==> config.mk <==
export PLATFORM = sky130hd
export DESIGN_NAME = instruction_fetch_unit
export DESIGN_NICKNAME = d
export VERILOG_FILES = /design/src/rtl/instruction_fetch_unit.sv
export SDC_FILE = /design/constraint.sdc
export NUM_CORES = 1
export LEC_CHECK = 0
export CAP_MARGIN = 20
export CORE_MARGIN = 5
export CORE_UTILIZATION = 40
export CTS_BUF_LIST = sky130_fd_sc_hd__clkbuf_8
export DETAILED_ROUTE_END_ITERATION = 8
export DONT_BUFFER_PORTS = 1
export GPL_TIMING_DRIVEN = 0
export HOLD_SLACK_MARGIN = 0.12
export PLACE_DENSITY_LB_ADDON = 0.2
export SYNTH_ARGS = -nofsm -noshare
export SYNTH_HDL_FRONTEND = slang
export SYNTH_SLANG_ARGS = --single-unit
==> constraint.sdc <==
create_clock -name clk -period 3.2 [get_ports clk]
set_clock_uncertainty 0.15 [all_clocks]
set_input_delay 0.64 -clock clk [delete_from_list [all_inputs] [get_ports clk]]
set_output_delay 0.64 -clock clk [all_outputs]
set_load 0.01 [all_outputs]
==> src/rtl/instruction_fetch_unit.sv <==
// Instruction fetch front end: single-outstanding imem reads into a small
// PC-tagged FIFO feeding decode, with redirect flush and halt-after-ECALL.
module instruction_fetch_unit #(
   parameter logic [31:0] RESET_PC   = 32'h0000_0000,
   parameter int          FIFO_DEPTH = 2
) (
   input  logic        clk,
   input  logic        reset,
   output logic        imem_req,
   output logic [31:0] imem_addr,
   input  logic        imem_ready,
   input  logic [31:0] imem_rdata,
   output logic        inst_valid,
   input  logic        inst_ready,
   output logic [31:0] inst,
   output logic [31:0] inst_pc,
   output logic [6:0]  part_of_inst,
   input  logic        redirect,
   input  logic [31:0] redirect_pc,
   output logic        halted
);
   localparam int         PW       = (FIFO_DEPTH > 1) ? $clog2(FIFO_DEPTH) : 1;
   localparam int         CW       = PW + 1;
   localparam logic [6:0] OP_ECALL = 7'b1110011;

   typedef enum logic [1:0] {S_IDLE, S_REQ, S_REQ_DROP, S_HALT} state_t;
   state_t r_state, w_state_nx;

   logic [31:0]   r_fifo_pc   [FIFO_DEPTH];
   logic [31:0]   r_fifo_word [FIFO_DEPTH];
   logic [PW-1:0] r_rd_ptr, r_wr_ptr;
   logic [CW-1:0] r_cnt, w_cnt_nx;
   logic [31:0]   r_fetch_pc, w_fetch_pc_nx, r_addr;
   logic          r_req, r_halt_pend, w_halt_pend_nx;
   logic          w_done, w_pop, w_ecall, w_push, w_flush, w_space;
   logic          w_unused_rpc;

   assign w_unused_rpc = ^redirect_pc[1:0];

   assign w_done  = r_req && imem_ready;
   assign w_pop   = inst_valid && inst_ready;
   assign w_ecall = w_pop && !redirect && (inst[6:0] == OP_ECALL);
   // Only live (non-dropped) responses are pushed; an ECALL pop discards a same-cycle response
   assign w_push  = (r_state == S_REQ) && w_done && !redirect && !w_ecall;
   assign w_flush = redirect || w_ecall;

   always_comb begin
      w_cnt_nx = r_cnt;
      if (w_flush)
         w_cnt_nx = '0;
      else if (w_push && !w_pop)
         w_cnt_nx = r_cnt + CW'(1);
      else if (!w_push && w_pop)
         w_cnt_nx = r_cnt - CW'(1);
   end

   assign w_space = (w_cnt_nx < CW'(FIFO_DEPTH));

   always_comb begin
      w_state_nx     = r_state;
      w_halt_pend_nx = r_halt_pend;
      w_fetch_pc_nx  = r_fetch_pc;
      if (redirect) begin
         w_fetch_pc_nx  = {redirect_pc[31:2], 2'b00};
         w_halt_pend_nx = 1'b0;
         // FIFO is flushed here, so a fresh request always has room
         if (r_req && !imem_ready)
            w_state_nx = S_REQ_DROP;
         else
            w_state_nx = S_REQ;
      end else begin
         if (w_push)
            w_fetch_pc_nx = r_fetch_pc + 32'd4;
         case (r_state)
            S_IDLE: begin
               if (w_ecall)
                  w_state_nx = S_HALT;
               else if (w_space)
                  w_state_nx = S_REQ;
            end
            S_REQ: begin
               if (w_ecall) begin
                  w_state_nx     = imem_ready ? S_HALT : S_REQ_DROP;
                  w_halt_pend_nx = !imem_ready;
               end else if (w_done) begin
                  w_state_nx = w_space ? S_REQ : S_IDLE;
               end
            end
            S_REQ_DROP: begin
               if (w_done) begin
                  w_halt_pend_nx = 1'b0;
                  if (r_halt_pend)
                     w_state_nx = S_HALT;
                  else
                     w_state_nx = w_space ? S_REQ : S_IDLE;
               end
            end
            default: w_state_nx = r_state;
         endcase
      end
   end

   always_ff @(posedge clk or negedge reset) begin
      if (!reset) begin
         r_state     <= S_IDLE;
         r_req       <= 1'b0;
         r_addr      <= RESET_PC;
         r_fetch_pc  <= RESET_PC;
         r_halt_pend <= 1'b0;
      end else begin
         r_state     <= w_state_nx;
         r_req       <= (w_state_nx == S_REQ) || (w_state_nx == S_REQ_DROP);
         r_fetch_pc  <= w_fetch_pc_nx;
         r_halt_pend <= w_halt_pend_nx;
         // Address only moves when a new request launches; REQ_DROP keeps the old one
         if (w_state_nx == S_REQ)
            r_addr <= w_fetch_pc_nx;
      end
   end

   always_ff @(posedge clk or negedge reset) begin
      if (!reset) begin
         r_rd_ptr <= '0;
         r_wr_ptr <= '0;
         r_cnt    <= '0;
         for (int i = 0; i < FIFO_DEPTH; i++) begin
            r_fifo_pc[i]   <= '0;
            r_fifo_word[i] <= '0;
         end
      end else begin
         r_cnt <= w_cnt_nx;
         if (w_flush) begin
            r_rd_ptr <= '0;
            r_wr_ptr <= '0;
         end else begin
            if (w_push) begin
               r_fifo_pc[r_wr_ptr]   <= r_fetch_pc;
               r_fifo_word[r_wr_ptr] <= imem_rdata;
               r_wr_ptr              <= r_wr_ptr + PW'(1);
            end
            if (w_pop)
               r_rd_ptr <= r_rd_ptr + PW'(1);
         end
      end
   end

   assign imem_req     = r_req;
   assign imem_addr    = r_addr;
   assign inst_valid   = (r_cnt != '0);
   assign inst         = r_fifo_word[r_rd_ptr];
   assign inst_pc      = r_fifo_pc[r_rd_ptr];
   assign part_of_inst = inst[6:0];
   assign halted       = (r_state == S_HALT);

endmodule
==> results.md, run 1 <==
- The run finished, with violations left.
- The checks that failed: hold timing.
- The global placer's final weighted congestion is 0.824.
- The cell area after technology mapping is 0.0100 mm^2.
- The synthesized netlist contains 73 unique library cells.
- Setup repair after global routing could not meet its margin everywhere.
- The critical path runs through a total of 12 cells.
- The number of hold violations in the final report came to 200.
- The clock tree synthesis step divided the H-tree into 4 levels.
- The synthesized net count is 884.
- The total chip power is 9.65 mW.
- 0 antenna diodes ended up in the layout.
- Of the available clock period, the critical path in the final layout requires 96.9%.
- At the worst endpoint, the required time is 3.45 ns.
- The transition time of the tightest slew-check pin is 0.793 ns.
- Walking the worst path, the cells encountered are inv_1, ha_1, nand2b_2, a2111o_1, nor2_4, nor3_1, o311ai_1, ha_2, buf_4, clkbuf_4, nand4_1, nand3b_1.
- The number of buffer cells added on primary ports is 0.
- The complex-gate fraction of the synthesized area is 9.27%.
- The initial antenna violation count is 1.
- The clock passes through at most 2 buffers.
- In the layout the commonest cells are 210 x sky130_fd_sc_hd__mux2_2, 200 x sky130_fd_sc_hd__dfrtp_1, 33 x sky130_fd_sc_hd__nand2_1, 30 x sky130_fd_sc_hd__nand3_1, 29 x sky130_fd_sc_hd__nor2_1.
- The simple-gate portion of the synthesized area is 9.16%.
- Together, buffers and inverters on the worst path number 3.
- The worst hold path belongs to the class input port to async pin.
- The final HPWL from detailed placement is 18.1 mm.
- Prior to clock tree synthesis, the placed netlist has a worst setup slack of -1.00 ns.
- For the finished layout, the period the worst path requires is 3.10 ns.
- In this design, the stage delay of the slowest critical-path cell is 0.43 ns.
- The classification of the worst setup path is register to register.
- Global routing used 18.2% of the available tracks.
- The area added between synthesis and finish is 11.4%.
- The timing-limited maximum frequency is 323 MHz.
- Sorting the synthesized cells by area gives the leading types as sky130_fd_sc_hd__dfrtp_1 50%, sky130_fd_sc_hd__mux2_2 24%, sky130_fd_sc_hd__nand3_1 1.5%.
- Summed over all instances, the cell type with the most area after synthesis is sky130_fd_sc_hd__dfrtp_1.
- Across the VDD grid, the largest voltage drop is 312 uV.
- Entering global routing, the biggest net connects 201 pins.
- The worst setup path is launched from a register.
- The part of the Yosys area used for sequential elements is 49.9%.
- The multiplexer share of the synthesized area is 24.9%.
- For this block, the initial DRC count from the detailed router was 447.
- The post-route netlist has 38.9% of its cells at a drive strength greater than 1.
- The instance count of the mapped netlist is 812.
- The layout has 2,333 filler cells.
- The most common library cell in the layout ignoring fill and taps is sky130_fd_sc_hd__mux2_2.
- The TritonCTS sink count is 200.
- In this run, synthesis inferred 0 flip-flops with an integrated enable.
- Summing all multi-input logic gate instances after layout gives 0.00466 mm^2.
- TritonCTS built the clock tree.
- The normalized max-slew margin is 47.1%.
- After Yosys synthesis, full adders, half adders and majority gates account for 0.474% of the synthesized area.
- The largest family of logic cells by synthesized area is multiplexers.
- The row count is 58.
- The count of unresolved DRC violations after routing is 0.
- Among all stages on the critical path, the largest delay is contributed by sky130_fd_sc_hd__a2111o_1.
- The cell family with the largest share of critical-path delay is compound AO/OA/AOI/OAI gates.
- The post-synthesis async set-or-reset flop share is 100%.
- The latest clock arrival within the worst-skew pair is 0.48 ns.
- The starting density of the core is 40.2%.
- In the final routed layout, each cell accounts on average for 21.7 um.
- Once detail routing completed, the nets flagged for antenna violations numbered 0.
- The via count is 6,617.
- The I/O pin count is 175.
- The mean instance size in the synthesized netlist is 12.4 um^2.
- After layout, the worst setup slack is 0.0998 ns.
- After floorplanning, the core was sized to cover 0.0250 mm^2.
- After detailed routing, the number of vias per cell comes to 5.53.
- The flop and latch count out of synthesis is 200.
- Final hold analysis gives a worst-case slack of -0.321 ns.
- The area enclosed by the die boundary is 0.0284 mm^2.
- The count of pins over their slew limit is 0.
- Summed over all layers, the global routing overflow is 0.
- After Yosys synthesis, XOR and XNOR cells account for 2.27% of the synthesized area.
- The first-pass GRT wire length is 40.6 mm.
- The number of buffers created by CTS is 17.
- The width of the die is 168 um.
- Before antenna repair, the detailed router went through 7 iterations.
- STA classifies the critical path endpoint as a register.
- The power per standard cell area is 863 mW/mm^2.
- In the final design database the tool counted 926 nets.
- The synthesized design devotes to its leading area cell type 49.9% of total area.
- The number of setup violations in the final report is 0.
- Summed over all cells, the static leakage comes to 4.79 nW.
- The arrival time at the worst endpoint is 3.35 ns.
- The register clock-pin slew on the reported worst setup and hold paths is 0.12 ns.
- Wires add up to 26.0 mm.
- The flip-flop cell with the highest count after synthesis is sky130_fd_sc_hd__dfrtp_1.
- The number of cells on the worst reg-to-reg path is 12.
- The via count of the first global-routing pass is 6,707.
- The root buffer cell chosen for the clock tree is sky130_fd_sc_hd__clkbuf_8.
- The maximum fanout count along the critical path is 10.
- Across the whole layout, storage elements account for 0.00500 mm^2.
- The die is 168 um tall.
- The number of warning messages in the yosys log is 0.
- The max-capacitance violation count is 0.
==> synth_stat cells (7+ instances only) <==
| cell type | n |
|---|---|
| sky130_fd_sc_hd__a2111oi_2 | 7 |
| sky130_fd_sc_hd__a21oi_1 | 20 |
| sky130_fd_sc_hd__a31o_2 | 12 |
| sky130_fd_sc_hd__a31oi_1 | 10 |
| sky130_fd_sc_hd__buf_2 | 11 |
| sky130_fd_sc_hd__buf_4 | 18 |
| sky130_fd_sc_hd__clkbuf_1 | 33 |
| sky130_fd_sc_hd__dfrtp_1 | 200 |
| sky130_fd_sc_hd__inv_1 | 16 |
| sky130_fd_sc_hd__mux2_2 | 210 |
| sky130_fd_sc_hd__mux2i_1 | 8 |
| sky130_fd_sc_hd__nand2_1 | 34 |
| sky130_fd_sc_hd__nand3_1 | 30 |
| sky130_fd_sc_hd__nand4_1 | 9 |
| sky130_fd_sc_hd__nor2_1 | 29 |
| sky130_fd_sc_hd__nor2b_1 | 14 |
| sky130_fd_sc_hd__o211ai_1 | 7 |
| sky130_fd_sc_hd__o21ai_0 | 21 |
| sky130_fd_sc_hd__xnor2_1 | 17 |
| sky130_fd_sc_hd__xor2_1 | 9 |
==> final timing paths <==
kind                       slack (ns)      startpoint               to
hold / removal                  -0.32           reset  r_fifo_word[47]
setup reg to reg                  0.1        r_cnt[1]     imem_addr[8]
setup / recovery                  0.1        r_cnt[1]     imem_addr[8]
max in group asynchronous        2.87           reset   r_fetch_pc[26]
min in group clk                 0.15  imem_rdata[12]  r_fifo_word[12]
hold reg to reg                  0.34   r_fifo_pc[44]    r_fifo_pc[44]
==> area by class of cell <==
class / instances / share of cell area, %
multi-input combinational: 530 / 41.7
tap: 330 / 3.69
sequential: 200 / 44.8
clock inverter: 14 / 1.39
timing repair buffer: 23 / 1.97
buffer: 66 / 3.76
inverter: 16 / 0.537
clock buffer: 18 / 2.22
==> per-layer routing <==
layer	share of wire, %	wire length (um)	global-route usage (%)	vias up
met1	44	11600	24.7	3381
li1	-	-	-	3038
met5	0.050	13	0	-
met2	46	12100	28.5	175
met3	7.8	2040	6.10	21
met4	1.3	333	4.09	2
==> cell families (layout without fill, tap and decap cells) <==
| kind of cell | count (synthesis) | in the layout |
|---|---|---|
| flip-flops | 200 | 200 |
| AO/OA/AOI/OAI | 117 | 117 |
| buffers and inverters | 82 | 137 |
| adder cells (fa/ha/maj) | 4 | 4 |
| multiplexers | 222 | 222 |
| AND/OR/NAND/NOR | 161 | 161 |
| XOR/XNOR | 26 | 26 |
==> power breakdown <==
| part | internal [mW] | leakage [nW] | switching, mW |
|---|---|---|---|
| Sequential | 3.50 | 2.48 | 0.713 |
| Clock | 0.608 | 0.196 | 1.03 |
| Combinational | 1.87 | 2.11 | 1.93 |
| Total | 5.98 | 4.79 | 3.67 |
==> flip-flops by register name, indices dropped and copies added, names as in the netlist <==
name         count
r_fetch_pc      32
r_state          2
imem_req         1
imem_addr       32
r_halt_pend      1
r_rd_ptr         1
r_fifo_pc       64
r_cnt            2
r_fifo_word     64
r_wr_ptr         1
==> metrics by stage <==
stage	cell area (um^2)	std cells	hold WS, ns	TNS [ns]	util (%)
3_3_place_gp	10500	1142	0.199	-27.35	41.9
3_5_place_dp	10500	1142	0.200	-27.12	41.9
2_1_floorplan	10000	812	0.194	0	-
6_report	11200	1197	-0.321	0	44.8
5_1_grt	11200	1197	-0.360	-0.0903	44.8
4_1_cts	11100	1190	-0.349	0	44.4
==> what timing repair did <==
item,in CTS,in global routing
setup buffers,3,1
resized for setup,28,36
cloned,0,0
setup endpoints to repair,96,55
hold endpoints to repair,219,207
hold buffers,13,6
pin swaps,5,3
Note: power is estimated with default switching activity, not from simulation.
==> run 2: changes to the inputs <==
Settings changed: MAX_ROUTING_LAYER from default to met4.
==> run 2 against run 1 <==
  * The flow still finishes with violations (hold timing)
  * Setup slack improved by 0.038 ns
  * Sequential cell count unchanged
  * Sequential power about the same
  * Die area unchanged
  * Wire length increased by 0.15%
  * Combinational power about the same
  * Count of clock-buffer cells in the layout unchanged
  * Design area increased by 0.24%
  * Worst hold slack improved by 0.0034 ns
  * Register-to-register slack improved by 0.04 ns
==> results.md, run 2 (synthesized netlist as in run 1, its figures left out) <==
- The count of H-tree levels built during CTS is 4 (unchanged).
- The residual antenna-violating net count after detailed routing is 0 (unchanged).
- The library cell contributing the largest single delay on the critical path is sky130_fd_sc_hd__dfrtp_1.
- The signal on the critical path passes through inv_1, ha_1, nand2b_2, a2111o_1, nor2_4, nor3_1, o311ai_1, ha_2, clkbuf_4, buf_4, nand2_1, o211ai_1.
- The timing-limited maximum frequency is 327 MHz (+1.3%).
- The area of the core is 0.0250 mm^2 (unchanged).
- The area added between synthesis and finish is 11.7%.
- The library cell used most frequently in the layout, excluding fill and tap cells, is sky130_fd_sc_hd__mux2_2.
- The total overflow reported by the global router is 0 (unchanged).
- The leakage dissipation is 4.81 nW (+0.31%).
- The number of setup violations in the final report came to 0 (unchanged).
- The pre-CTS setup slack is -1.00 ns (unchanged).
- The row count came to 58 (unchanged).
- In the layout the commonest cells are 210 x sky130_fd_sc_hd__mux2_2, 199 x sky130_fd_sc_hd__dfrtp_1, 33 x sky130_fd_sc_hd__nand2_1, 30 x sky130_fd_sc_hd__nand3_1.
- The number of cells in the design after placement is 1,142 (unchanged).
- The maximum buffer depth of the clock tree came to 2 (unchanged).
- The worst hold-check slack is -0.318 ns (+0.00335 ns).
- The final cycle utilization of the critical path was 95.7% (-1.2 points).
- The total routing resource utilization after global routing came to 18.8% (+0.56 points).
- The critical path's largest stage delay came to 0.38 ns (-0.05 ns).
- The starting density of the core is 40.2% (unchanged).
- The number of buffers created by CTS was 17 (unchanged).
- The run finished, with violations left.
- The final HPWL from detailed placement is 18.1 mm (unchanged).
- The maximum number of pins on one net before global-route repair was 201 (unchanged).
- The checks that failed: hold timing.
- The share of layout cells above drive strength 1 is 39.0% (+0.17 points).
- The largest registers in the layout are r_fifo_pc (64), r_fifo_word (64).
- The net count reported at finish is 930 (+0.43%).
- In this run the worst hold path is classified as input port to async pin.
- The power per standard cell area is 859 mW/mm^2 (-0.47%).
- The total wirelength of the detailed-routed design was 26.0 mm (+0.15%).
- In this design, the largest share of critical-path delay is due to compound AO/OA/AOI/OAI gates.
- The area enclosed by the die boundary came to 0.0284 mm^2 (unchanged).
- The clock tree root driver cell is sky130_fd_sc_hd__clkbuf_8.
- The via count of the first global-routing pass is 6,703 (-0.060%).
- Setup repair after global routing left no endpoint under its margin.
- The final non-filler cell total is 1,202 (+0.42%).
- The maximum fanout count along the critical path came to 10 (unchanged).
- The number of hold violations in the final report is 200 (unchanged).
- The category of the worst setup path capture point is a register.
- The width of the die is 168 um (unchanged).
- The shortest clock period the worst path allows after layout is 3.06 ns (-0.0383 ns).
- The worst setup path is launched from a register.
- The worst path required time is 3.43 ns (-0.02 ns).
- The first-pass GRT wire length is 40.5 mm (about the same).
- The initial antenna violation count was 1 (unchanged).
- The transition time of the tightest slew-check pin is 0.818 ns (+0.0249 ns).
- The via density per instance came to 5.48 (-0.85%).
- The via count came to 6,588 (-0.44%).
- The global placer's final weighted congestion is 0.837 (+1.5%).
- The I/O pin count is 175 (unchanged).
- The TritonCTS sink count is 200 (unchanged).
- The register clock-pin slew on the reported worst setup and hold paths is 0.12 ns (about the same).
- The latest clock arrival within the worst-skew pair is 0.48 ns (about the same).
- The worst vdd rail ir drop is 315 uV (+0.83%).
- The mean routed wirelength per cell came to 21.7 um (-0.27%).
- The max-capacitance violation count was 0 (unchanged).
- The iteration count of the initial detailed-routing pass is 5 (-2).
- The worst path setup slack after routing is 0.138 ns (+0.0383 ns).
- The die height was 168 um (unchanged).
- TritonCTS built the clock tree.
- The worst path buffer plus inverter count was 3 (unchanged).
- The design area is 0.0112 mm^2 (+0.24%).
- The count of unresolved DRC violations after routing came to 0 (unchanged).
- The starting DRC count in detailed routing is 418 (-6.5%).
- The post-detailed-placement cell area is 0.0105 mm^2 (unchanged).
- The arrival time at the worst endpoint is 3.29 ns (-0.06 ns).
- The normalized max-slew margin came to 45.5% (-1.7 points).
- The worst setup path is of the register to register kind.
- The count of pins over their slew limit is 0 (unchanged).
- The number of buffer cells added on primary ports is 0 (unchanged).
run 2: layer usage:
metal	global-route usage, %	vias up	wire length [um]
li1	-	3047	-
met1	25.2	3341	11800
met2	28.4	183	12100
met3	5.68	17	1850
met4	3.88	0	296
met5	-	-	0
run 2: what timing repair did:
item,in CTS,in global routing
buffers inserted,3,3
hold buffers,13,8
endpoints found under the setup margin,96,58
resized for setup,28,32
hold endpoints to repair,219,211
pin swaps,5,3
run 2: final cells by class:
class                           count  area, um^2
Clock inverter                     14         155
Clock buffer                       18         248
Fill cell                        2344       13800
Sequential cell                   200        5010
Tap cell                          330         413
Inverter                           16        60.1
Buffer                             66         408
Antenna cell                        1        2.50
Multi-Input combinational cell    530        4660
Timing Repair Buffer               27         255
run 2: worst register-to-register path: stages (launching register included):
cell,delay (ns)
sky130_fd_sc_hd__dfrtp_1,0.38
sky130_fd_sc_hd__inv_1,0.08
sky130_fd_sc_hd__ha_1,0.20
sky130_fd_sc_hd__nand2b_2,0.22
sky130_fd_sc_hd__a2111o_1,0.37
sky130_fd_sc_hd__nor2_4,0.15
sky130_fd_sc_hd__nor3_1,0.09
sky130_fd_sc_hd__o311ai_1,0.36
sky130_fd_sc_hd__ha_2,0.29
sky130_fd_sc_hd__clkbuf_4,0.22
sky130_fd_sc_hd__buf_4,0.22
sky130_fd_sc_hd__nand2_1,0.07
sky130_fd_sc_hd__o211ai_1,0.18
run 2: final timing paths:
kind / startpoint / end / slack, ns / cells after the start
setup / recovery: r_cnt[1] / imem_addr[12] / 0.14 / 12
setup reg to reg: r_cnt[1] / imem_addr[12] / 0.14 / 12
max in group asynchronous: reset / r_fifo_pc[58] / 2.90 / 0
hold / removal: reset / r_fifo_word[49] / -0.32 / 0
min in group clk: imem_rdata[0] / r_fifo_word[32] / 0.16 / 1
hold reg to reg: r_fifo_pc[42] / r_fifo_pc[42] / 0.35 / 1
run 2: power by group:
group | internal, mW | switching (mW) | total (mW)
Combinational | 1.86 | 1.92 | 3.78
Clock | 0.608 | 1.03 | 1.64
Sequential | 3.50 | 0.709 | 4.21
run 2: per-stage QoR:
step	TNS [ns]	util [%]	total power [mW]
5_1_grt	0	44.9	10.3
4_1_cts	0	44.4	9.71
3_5_place_dp	-27.12	41.9	7.95
2_1_floorplan	0	-	7.02
3_3_place_gp	-27.35	41.9	7.88
6_report	0	44.9	9.63
